### config.mk
export PLATFORM = sky130hd
export DESIGN_NAME = free_list_flat
export DESIGN_NICKNAME = d
export VERILOG_FILES = /design/src/rtl/free_list_if.sv /design/src/rtl/free_list.sv /design/src/flat_wrapper.sv
export SDC_FILE = /design/constraint.sdc
export NUM_CORES = 1
export LEC_CHECK = 0
export CORE_MARGIN = 1.5
export CORE_UTILIZATION = 57
export CTS_BUF_LIST = sky130_fd_sc_hd__clkbuf_16
export CTS_CLUSTER_SIZE = 16
export DETAILED_ROUTE_END_ITERATION = 16
export DONT_BUFFER_PORTS = 1
export PLACE_DENSITY_LB_ADDON = 0.1
export SLEW_MARGIN = 5
export SYNTH_ARGS = -nofsm -noshare
export SYNTH_HDL_FRONTEND = slang
export SYNTH_SLANG_ARGS = --single-unit
### constraint.sdc
create_clock -name clock -period 3.3 [get_ports clock]
set_clock_uncertainty 0.1 [all_clocks]
set_input_delay 0.99 -clock clock [delete_from_list [all_inputs] [get_ports clock]]
set_output_delay 0.99 -clock clock [all_outputs]
set_load 0.005 [all_outputs]
### src/rtl/free_list_if.sv
// Rename/retire handshake bundle for the physical-register free list.
// The free list itself connects through the slave modport.
interface free_list_if #(
  parameter int unsigned N_PHYS = 64,
  parameter int unsigned N_ARCH = 32
);
  localparam int unsigned TAG_W = $clog2(N_PHYS);
  localparam int unsigned FL_SZ = N_PHYS - N_ARCH;
  localparam int unsigned CNT_W = $clog2(FL_SZ) + 1;

  logic             interrupt;
  logic             alloc_req;
  logic             alloc_valid;
  logic [TAG_W-1:0] alloc_tag;
  logic             retire_en;
  logic             retire_t_valid;
  logic [TAG_W-1:0] retire_t_old;
  logic             retire_t_old_valid;
  logic [CNT_W-1:0] free_count;
  logic             overflow_err;

  modport master (
    output interrupt, alloc_req, retire_en, retire_t_valid, retire_t_old, retire_t_old_valid,
    input  alloc_valid, alloc_tag, free_count, overflow_err
  );

  modport slave (
    input  interrupt, alloc_req, retire_en, retire_t_valid, retire_t_old, retire_t_old_valid,
    output alloc_valid, alloc_tag, free_count, overflow_err
  );
endinterface

### src/rtl/free_list.sv
// Physical-register free list: circular buffer of free tags with a speculative head
// and an architectural head that lets a flush reclaim all in-flight tags at once.
module free_list #(
  parameter int unsigned N_PHYS = 64,
  parameter int unsigned N_ARCH = 32
) (
  input  logic        clock,
  input  logic        reset,
  free_list_if.slave  fl_if
);
  localparam int unsigned TAG_W = $clog2(N_PHYS);
  localparam int unsigned FL_SZ = N_PHYS - N_ARCH;
  localparam int unsigned PTR_W = $clog2(FL_SZ);
  localparam int unsigned CNT_W = PTR_W + 1;

  logic [TAG_W-1:0] fl_q [FL_SZ];
  logic [TAG_W-1:0] fl_d [FL_SZ];
  logic [PTR_W-1:0] head_q, head_d;
  logic [PTR_W-1:0] arch_head_q, arch_head_d;
  logic [PTR_W-1:0] tail_q, tail_d;
  logic [CNT_W-1:0] count_q, count_d;
  logic             overflow_q, overflow_d;

  logic full, empty;
  logic alloc_fire, free_fire, free_drop, free_wr, arch_adv;

  // Next-state computation; a flush still honours the same-cycle retire.
  always_comb begin
    fl_d        = fl_q;
    head_d      = head_q;
    arch_head_d = arch_head_q;
    tail_d      = tail_q;
    count_d     = count_q;
    overflow_d  = overflow_q;

    full       = (count_q == CNT_W'(FL_SZ));
    empty      = (count_q == '0);
    alloc_fire = fl_if.alloc_req && !empty && !fl_if.interrupt;
    free_fire  = fl_if.retire_en && fl_if.retire_t_old_valid;
    free_drop  = free_fire && full && !alloc_fire;
    free_wr    = free_fire && !free_drop;
    arch_adv   = fl_if.retire_en && fl_if.retire_t_valid;

    if (free_wr) begin
      fl_d[tail_q] = fl_if.retire_t_old;
      tail_d       = tail_q + PTR_W'(1);
    end
    if (free_drop) begin
      overflow_d = 1'b1;
    end
    if (arch_adv) begin
      arch_head_d = arch_head_q + PTR_W'(1);
    end

    if (fl_if.interrupt) begin
      head_d  = arch_head_d;
      count_d = CNT_W'(FL_SZ);
    end else begin
      if (alloc_fire) begin
        head_d = head_q + PTR_W'(1);
      end
      if (free_wr && !alloc_fire) begin
        count_d = count_q + CNT_W'(1);
      end else if (alloc_fire && !free_wr) begin
        count_d = count_q - CNT_W'(1);
      end
    end
  end

  always_ff @(posedge clock) begin
    if (reset) begin
      for (int i = 0; i < int'(FL_SZ); i++) begin
        fl_q[i] <= TAG_W'(int'(N_ARCH) + i);
      end
      head_q      <= '0;
      arch_head_q <= '0;
      tail_q      <= '0;
      count_q     <= CNT_W'(FL_SZ);
      overflow_q  <= 1'b0;
    end else begin
      fl_q        <= fl_d;
      head_q      <= head_d;
      arch_head_q <= arch_head_d;
      tail_q      <= tail_d;
      count_q     <= count_d;
      overflow_q  <= overflow_d;
    end
  end

  // Outputs depend on registers only; dispatch sees the head tag with zero latency.
  assign fl_if.alloc_valid  = (count_q != '0);
  assign fl_if.alloc_tag    = fl_q[head_q];
  assign fl_if.free_count   = count_q;
  assign fl_if.overflow_err = overflow_q;
endmodule

### src/flat_wrapper.sv
// flat-port wrapper written by rule: the top's interface ports become plain ports
module free_list_flat 
#(
  parameter int unsigned N_PHYS = 64,
  parameter int unsigned N_ARCH = 32
)
  (clock, reset, fl_if_interrupt, fl_if_alloc_req, fl_if_retire_en, fl_if_retire_t_valid, fl_if_retire_t_old, fl_if_retire_t_old_valid, fl_if_alloc_valid, fl_if_alloc_tag, fl_if_free_count, fl_if_overflow_err);
  free_list_if #(.N_PHYS(N_PHYS), .N_ARCH(N_ARCH)) fl_if_i ();
  input  logic clock;
  input  logic reset;
  input wire logic [$bits(fl_if_i.interrupt)-1:0] fl_if_interrupt;
  input wire logic [$bits(fl_if_i.alloc_req)-1:0] fl_if_alloc_req;
  input wire logic [$bits(fl_if_i.retire_en)-1:0] fl_if_retire_en;
  input wire logic [$bits(fl_if_i.retire_t_valid)-1:0] fl_if_retire_t_valid;
  input wire logic [$bits(fl_if_i.retire_t_old)-1:0] fl_if_retire_t_old;
  input wire logic [$bits(fl_if_i.retire_t_old_valid)-1:0] fl_if_retire_t_old_valid;
  output wire logic [$bits(fl_if_i.alloc_valid)-1:0] fl_if_alloc_valid;
  output wire logic [$bits(fl_if_i.alloc_tag)-1:0] fl_if_alloc_tag;
  output wire logic [$bits(fl_if_i.free_count)-1:0] fl_if_free_count;
  output wire logic [$bits(fl_if_i.overflow_err)-1:0] fl_if_overflow_err;
  assign fl_if_i.interrupt = fl_if_interrupt;
  assign fl_if_i.alloc_req = fl_if_alloc_req;
  assign fl_if_i.retire_en = fl_if_retire_en;
  assign fl_if_i.retire_t_valid = fl_if_retire_t_valid;
  assign fl_if_i.retire_t_old = fl_if_retire_t_old;
  assign fl_if_i.retire_t_old_valid = fl_if_retire_t_old_valid;
  assign fl_if_alloc_valid = fl_if_i.alloc_valid;
  assign fl_if_alloc_tag = fl_if_i.alloc_tag;
  assign fl_if_free_count = fl_if_i.free_count;
  assign fl_if_overflow_err = fl_if_i.overflow_err;
  free_list #(.N_PHYS(N_PHYS), .N_ARCH(N_ARCH)) u_core (.clock(clock), .reset(reset), .fl_if(fl_if_i));
endmodule
==> impl.org, run 1 <==
** Cells and area
- Area grow syn2layout :: 15.1%
- Cells with a size suffix above 1 make up 18.4% of the layout.
- Diode insertion count for antenna repair :: 0
- The layout has 1263 filler cells.
- Measured on the finished design, the core utilization comes to 67.3%.
- Layout Nets :: 993

** Run
- The tool flagged a number of max-cap violations equal to 0.

** Route
- Dividing the detail-routed wire length by the instance count gives 21.6 µm.
- The first TritonRoute pass finished after 5 iterations.
- Detailed routing inserted a total of 7511 vias.
- After detailed routing, the number of vias per cell comes to 6.24.
- Antenna-violating nets left :: 0
- After detailed routing, the number of remaining DRC violations is 0.
- For this block, the routed nets add up to 26000 µm of wire.
- The first routing iteration left 520 violations.

** Setup path
- Highest fanout seen on the critical path :: 8
- CP Data Required Time :: 2.21 ns
- Worst Setup Path Type :: reg -> out
- WP data arrival :: 2.23 ns
- Kind of end point of the critical path :: output pin
- Critical Path Source Type :: flop

** Yosys
- Ranked by total cell area, the synthesized netlist is headed by sky130_fd_sc_hd__dfxtp_1, sky130_fd_sc_hd__mux2i_1, sky130_fd_sc_hd__mux4_2.
- Post-synthesis average cell area :: 10.2 µm²
- Ranked by instance count, the synthesized netlist is headed by sky130_fd_sc_hd__dfxtp_1, sky130_fd_sc_hd__mux2i_1, sky130_fd_sc_hd__nand2_1.
- Synth Cell Area :: 9690 µm²
- Synth top area share :: 44.2%
- Yosys synthesis warning count :: 0
- Yosys reg bits :: 214
- Post-Synthesis Cells :: 949
- Most frequent cell after synthesis :: sky130_fd_sc_hd__dfxtp_1
- Number of distinct library cell variants in the gate-level netlist after synthesis :: 55
- Top cell type by total area after synthesis :: sky130_fd_sc_hd__dfxtp_1
- The number of nets in the synthesized netlist is 974.
- Portion of the post-synthesis area used by sequential elements :: 44.2%
- Most instantiated flip-flop cell in the synthesis netlist :: sky130_fd_sc_hd__dfxtp_1
- Count of flip-flops with a built-in enable after synthesis :: 0
- Synth async-reset ratio :: 0%

** Clocking
- After clock tree synthesis, the flow added hold-fix buffers numbering 0.
- CTS tree :: built
- The clock passes through at most 3 buffers.
- After clock tree synthesis, the clock-pin slew on the worst setup and hold paths is 0.06 ns.
- In this run, CTS created clock tree buffers numbering 23.
- CTS H-Tree Depth :: 1
- Clk_lat worst skew :: 0.52 ns
- CTS saw 214 sinks.
- The tree is rooted in a sky130_fd_sc_hd__clkbuf_16.

** STA
- Unrepaired setup endpoints after global routing :: true
- Final-report hold violation count :: 0
- The max-slew violation count is 0.
- Transition time at the pin with the least slew margin :: 0.884 ns
- After routing, the total negative slack on setup checks comes to -0.0436 ns.
- The smallest clock period supported by the final layout is computed as 3.32 ns.
- Tcrit/Tclk final :: 101%
- Timing-limited maximum frequency :: 301 MHz
- Min Hold Slack :: 0.357 ns
- Min setup slack post-route :: -0.0228 ns
- Total setup violations reported at the end of the flow :: 3
- Headroom to the max-slew limit :: 40.9%

** Run status
- The final reports fail on setup timing.
- The run finished, with violations left.

** Global route
- Number of global-route vias before repair :: 7746
- Congestion Overflow GR :: 0
- Entering global routing, the biggest net connects 137 pins.
- GRT Total Usage :: 29.7%
- The first global-routing pass estimated 41400 µm of wire.
- The number of antenna violations at the first check in global routing is 0.

** Placed design
- Port Buffer Count :: 0
- Routability congestion estimate :: 0.845
- OpenSTA, run right after detailed placement, puts the worst setup slack at 0.226 ns.
- The wire-length estimate of the detail-placed layout is 17200 µm.

** Floorplan
- 27 I/O pins were placed.
- Row generation in the floorplan step produced 47 rows.
- Area enclosed by the die boundary :: 17800 µm²
- Core Footprint :: 16600 µm²
- Initial core utilization :: 58.5%
- The floorplan step set the die width to 133 µm.
- Die H :: 133 µm

** Power
- Largest vdd supply drop :: 0.432 mV
- Power consumption :: 5430 µW
- In this run the power density over the cells is 487 nW/µm².
- For this design the static power due to leakage is 0.00504 µW.

** Min path
- The min-delay analysis places its worst path in the category reg -> reg.
-- cell usage in the layout (no fill, tap or decap), types with 9 or more instances in the layout --
cell type | synthesis | routed
sky130_fd_sc_hd__buf_4 | 1 | 53
sky130_fd_sc_hd__a21oi_1 | 34 | 29
sky130_fd_sc_hd__inv_1 | 5 | 14
sky130_fd_sc_hd__nand2_1 | 119 | 118
sky130_fd_sc_hd__dfxtp_1 | 214 | 209
sky130_fd_sc_hd__nand3_1 | 13 | 12
sky130_fd_sc_hd__clkbuf_16 | 0 | 23
sky130_fd_sc_hd__a211oi_1 | 37 | 28
sky130_fd_sc_hd__mux2i_1 | 190 | 189
sky130_fd_sc_hd__nor2_1 | 113 | 112
sky130_fd_sc_hd__ha_1 | 11 | 11
sky130_fd_sc_hd__buf_6 | 0 | 9
sky130_fd_sc_hd__mux4_2 | 39 | 39
-- worst paths after layout --
| kind | start | to | slack (ns) | cells after the start |
|---|---|---|---|---|
| setup / recovery | u_core.head_q[0] | fl_if_alloc_tag[3] | -0.02 | 6 |
| hold / removal | u_core.fl_q[184] | u_core.fl_q[184] | 0.36 | 2 |
| setup reg to reg | u_core.fl_if.free_count[1] | u_core.fl_if.free_count[5] | 0.42 | 11 |
| hold reg to reg | u_core.fl_q[184] | u_core.fl_q[184] | 0.36 | 2 |
-- cell families (layout without fill, tap and decap cells) --
group,count (synthesis),in the layout,synth area share (%)
buffers and inverters,81,116,3.36
xor gates and xnor gates,11,11,0.994
muxes,230,230,28.8
adders and majority gates,12,12,1.63
and+or+nand+nor,282,282,12.4
AOI/OAI and AO/OA,119,119,8.62
DFF,214,214,44.2
-- area by class of cell --
cell class / instances / area, µm² / area share, %
well taps: 220 / 275 / 2.47
multi-input cells: 654 / 5300 / 47.5
repair buffers: 67 / 599 / 5.37
inverters: 8 / 30.0 / 0.269
clock buffers: 23 / 576 / 5.16
clock inverters: 18 / 75.1 / 0.673
flip-flops and latches: 214 / 4300 / 38.5
-- routing by layer --
metal | wire length, µm | track usage [%] | up-vias
met2 | 12400 | 49.1 | 287
met4 | 928 | 11.9 | 0
met5 | 0 | 0 | -
met3 | 1860 | 5.25 | 71
met1 | 10900 | 38.9 | 3714
li1 | - | - | 3439
-- critical path, cell delays in order, from the launching register on --
cell,delay (ns)
sky130_fd_sc_hd__dfxtp_4,0.46
sky130_fd_sc_hd__buf_4,0.15
sky130_fd_sc_hd__buf_6,0.08
sky130_fd_sc_hd__mux4_2,0.50
sky130_fd_sc_hd__a22oi_2,0.24
sky130_fd_sc_hd__a211oi_2,0.15
sky130_fd_sc_hd__buf_4,0.16
-- power breakdown --
group          switching [µW]  total, µW  internal, µW
combinational             287        521           234
sequential               34.1       2640          2600
clock                    1020       2270          1260
-- stage by stage --
| stage | area (µm²) | cells |
|---|---|---|
| after detailed placement | 10000 | 1141 |
| after CTS | 11100 | 1198 |
| after global routing | 11200 | 1204 |
| after floorplan | 9700 | 949 |
| after global placement | 10000 | 1141 |
| final | 11200 | 1204 |
-- repair_timing --
action / 4_1_cts / 5_1_grt
buffers inserted: 16 / 7
endpoints found under the setup margin: 6 / 6
resized for setup: 43 / 10
cloned: 1 / 0
pin swaps: 10 / 12
-- sequential cells by signal, indices dropped and copies added (netlist names) --
name / count
u_core.fl_q: 192
u_core.head_q: 5
u_core.fl_if.overflow_err: 1
u_core.fl_if.free_count: 6
u_core.tail_q: 5
u_core.arch_head_q: 5
Power figures use the tool's default switching activity.
==> inputs of run 2 (changes only) <==
--- a/config.mk
+++ b/config.mk
@@ -5,6 +5,7 @@
 export SDC_FILE = /design/constraint.sdc
 export NUM_CORES = 1
 export LEC_CHECK = 0
+export CORE_ASPECT_RATIO = 1.25
 export CORE_MARGIN = 1.5
 export CORE_UTILIZATION = 57
 export CTS_BUF_LIST = sky130_fd_sc_hd__clkbuf_16
==> impl.org, run 2 (synthesis results as in run 1) <==
** Cells and area
- The register with the most flip-flops in the final layout is u_core.fl_q.
- Area grow syn2layout :: 14.7%
- For this run, the post-layout net count is 973.
- Max reg flops :: 192
- Cells fill 66.5% of the core in the end.
- Proportion of layout cells with a drive suffix above 1 :: 17.9%
- Top library cells by usage in the layout, fill and taps aside :: sky130_fd_sc_hd__dfxtp_1, sky130_fd_sc_hd__mux2i_1, sky130_fd_sc_hd__nand2_1
- Diode insertion count for antenna repair :: 0
- Leaving out fill and tap cells, the most frequent cell in the layout is sky130_fd_sc_hd__dfxtp_1.

** Global route
- The via count of the first global-routing pass is 7583.
- Congestion Overflow GR :: 0
- First-pass GRT wire length :: 40900 µm
- Across every metal layer, demand over resource in global routing totals 29.5%.
- Entering global routing, the biggest net connects 137 pins.
- The number of antenna violations at the first check in global routing was 0.

** STA
- Timing-limited maximum frequency :: 302 MHz
- The number of failing hold endpoints at the final stage came to 0.
- Min setup slack post-route :: -0.0142 ns
- Max-slew violation count :: 0
- Tcrit/Tclk final :: 100%
- Headroom to the max-slew limit :: 46.9%
- For the pin with the worst max-slew slack, the measured transition is 0.794 ns.
- For the finished layout, the period the worst path requires is 3.31 ns.
- Setup repair after global routing could not meet its margin everywhere.
- Setup violations remaining at the end of the flow were counted as 1.

** Power
- The worst-case IR drop observed on VDD is 0.376 mV.
- In this run the power density over the cells is 524 nW/µm².
- The clock network burns 46.2% of the power.
- Power consumption :: 5830 µW
- The analysis attributes to net switching a power of 1350 µW.
- Standby leakage power :: 0.00496 µW
- Cell Int Power :: 4480 µW
- Combinational logic is responsible for 8.6% of the overall power.
- Sequential group share of total power :: 45.2%
- Switching Share :: 23.2%

** Setup path
- CP Data Required Time :: 2.21 ns
- WP data arrival :: 2.22 ns
- Of all nets on the critical path, the largest fanout is 8.
- STA classifies the critical path startpoint as a flop.
- Worst Setup Path Type :: reg -> out
- Kind of end point of the critical path :: output pin

** Route
- DR WL/cell :: 21.9 µm
- Final routed wirelength across all metal layers :: 25900 µm
- The count of nets left with antenna violations once routing finished came out at 0.
- After detailed routing, the number of remaining DRC violations is 0.
- Dividing the detail-routed via count by the number of cells gives 6.23.
- The routed layout has 7372 vias.
- After the first detailed-routing iteration, the DRC count stood at 570.
- The first detailed-routing pass ran for 5 iterations.

** Floorplan
- The die is 120 µm wide.
- The die covers 17800 µm².
- # IOs :: 27
- Standard-cell row count :: 53
- Core Footprint :: 16700 µm²
- The die is 149 µm tall.
- Initial core utilization :: 58.0%

** Clocking
- The number of clock buffers added by TritonCTS is 22.
- Clk_lat worst skew :: 0.51 ns
- Clock tree synthesis found a total of 214 sinks.
- Clock-pin slew was measured on the worst setup and hold paths at 0.06 ns.
- Maximum number of buffers from clock root to sink :: 3
- TritonCTS built the clock tree.
- In this run the number of H-tree levels came out at 1.
- Root buffer cell :: sky130_fd_sc_hd__clkbuf_16

** Placed design
- Buffers placed on the I/O ports in this run total 0.
- Routability congestion estimate :: 0.889
- Half-perimeter wire length after detailed placement :: 17100 µm
- At the placement stage, the worst setup path has a slack of 0.205 ns.

** Min path
- Class of the tightest hold or removal check :: reg -> reg

** Run
- Max-cap violations in this run came to 0.

** Run status
- Violations in the final reports :: setup timing
- Result of the run :: finished, violations left
[run 2: changes by cell type in the layout (fill, tap and decap cells not counted), moves of 3 or more]
cell	change
sky130_fd_sc_hd__mux2i_2	+3
sky130_fd_sc_hd__o221ai_1	-5
sky130_fd_sc_hd__bufinv_16	+5
sky130_fd_sc_hd__o221ai_2	+5
sky130_fd_sc_hd__buf_12	-3
sky130_fd_sc_hd__buf_8	+4
sky130_fd_sc_hd__inv_1	-7
sky130_fd_sc_hd__buf_6	-4
sky130_fd_sc_hd__buf_4	-16
[run 2: final cells by class]
| type | instances | area (µm²) |
|---|---|---|
| Clock buffer | 23 | 576 |
| Clock inverter | 16 | 209 |
| Inverter | 8 | 30.0 |
| Sequential cell | 214 | 4290 |
| Tap cell | 220 | 275 |
| Timing Repair Buffer | 48 | 434 |
| Multi-Input combinational cell | 654 | 5300 |
| Fill cell | 1314 | 5590 |
[run 2: critical path, stage by stage (launching register included)]
cell and delay (ns):
sky130_fd_sc_hd__dfxtp_4 0.41, sky130_fd_sc_hd__buf_12 0.16, sky130_fd_sc_hd__buf_6 0.16, sky130_fd_sc_hd__mux2i_1 0.32
sky130_fd_sc_hd__o22ai_1 0.15, sky130_fd_sc_hd__a211oi_1 0.38, sky130_fd_sc_hd__a21oi_2 0.13
[run 2: repair_timing]
item / CTS / global route
pin swaps: 0 / 12
gates cloned: 1 / 0
gates resized for setup: 14 / 41
setup buffers: 3 / 14
setup endpoints to repair: 6 / 6
hold buffers: 0 / 0
[run 2: worst paths after layout]
| path | start | to | slack [ns] | cells after the start |
|---|---|---|---|---|
| worst min register to register | u_core.fl_q[61] | u_core.fl_q[61] | 0.36 | 2 |
| worst max register to register | u_core.fl_if.free_count[1] | u_core.fl_if.free_count[5] | 0.45 | 11 |
| worst min-delay path | u_core.fl_q[61] | u_core.fl_q[61] | 0.36 | 2 |
| worst max-delay path | u_core.head_q[0] | fl_if_alloc_tag[1] | -0.01 | 6 |
[run 2: metrics by stage]
stage / instances / hold slack, ns / instance area (µm²) / TNS (ns)
after floorplan: 949 / 0.332 / 9700 / 0
after global placement: 1128 / 0.342 / 9960 / 0
after detailed placement: 1128 / 0.350 / 9960 / 0
after CTS: 1171 / 0.360 / 10900 / -0.0137
after global routing: 1183 / 0.380 / 11100 / -0.0537
final: 1183 / 0.360 / 11100 / -0.0142
[run 2: power by group through the flow]
stage | clock (µW) | combinational [µW] | sequential [µW]
6_report | 2690 | 503 | 2630
3_5_place_dp | 0 | 425 | 2690
5_1_grt | 2830 | 537 | 2630
3_3_place_gp | 0 | 417 | 2690
4_1_cts | 2720 | 459 | 2630
2_1_floorplan | 0 | 327 | 2680
[run 2: per-layer routing]
metal / share of wire, % / up-vias / GRT usage, %
li1: - / 3401 / -
met1: 41 / 3653 / 36.2
met2: 49 / 246 / 51.4
met3: 5.8 / 72 / 4.74
met4: 3.9 / 0 / 12.6
met5: 0 / - / 0
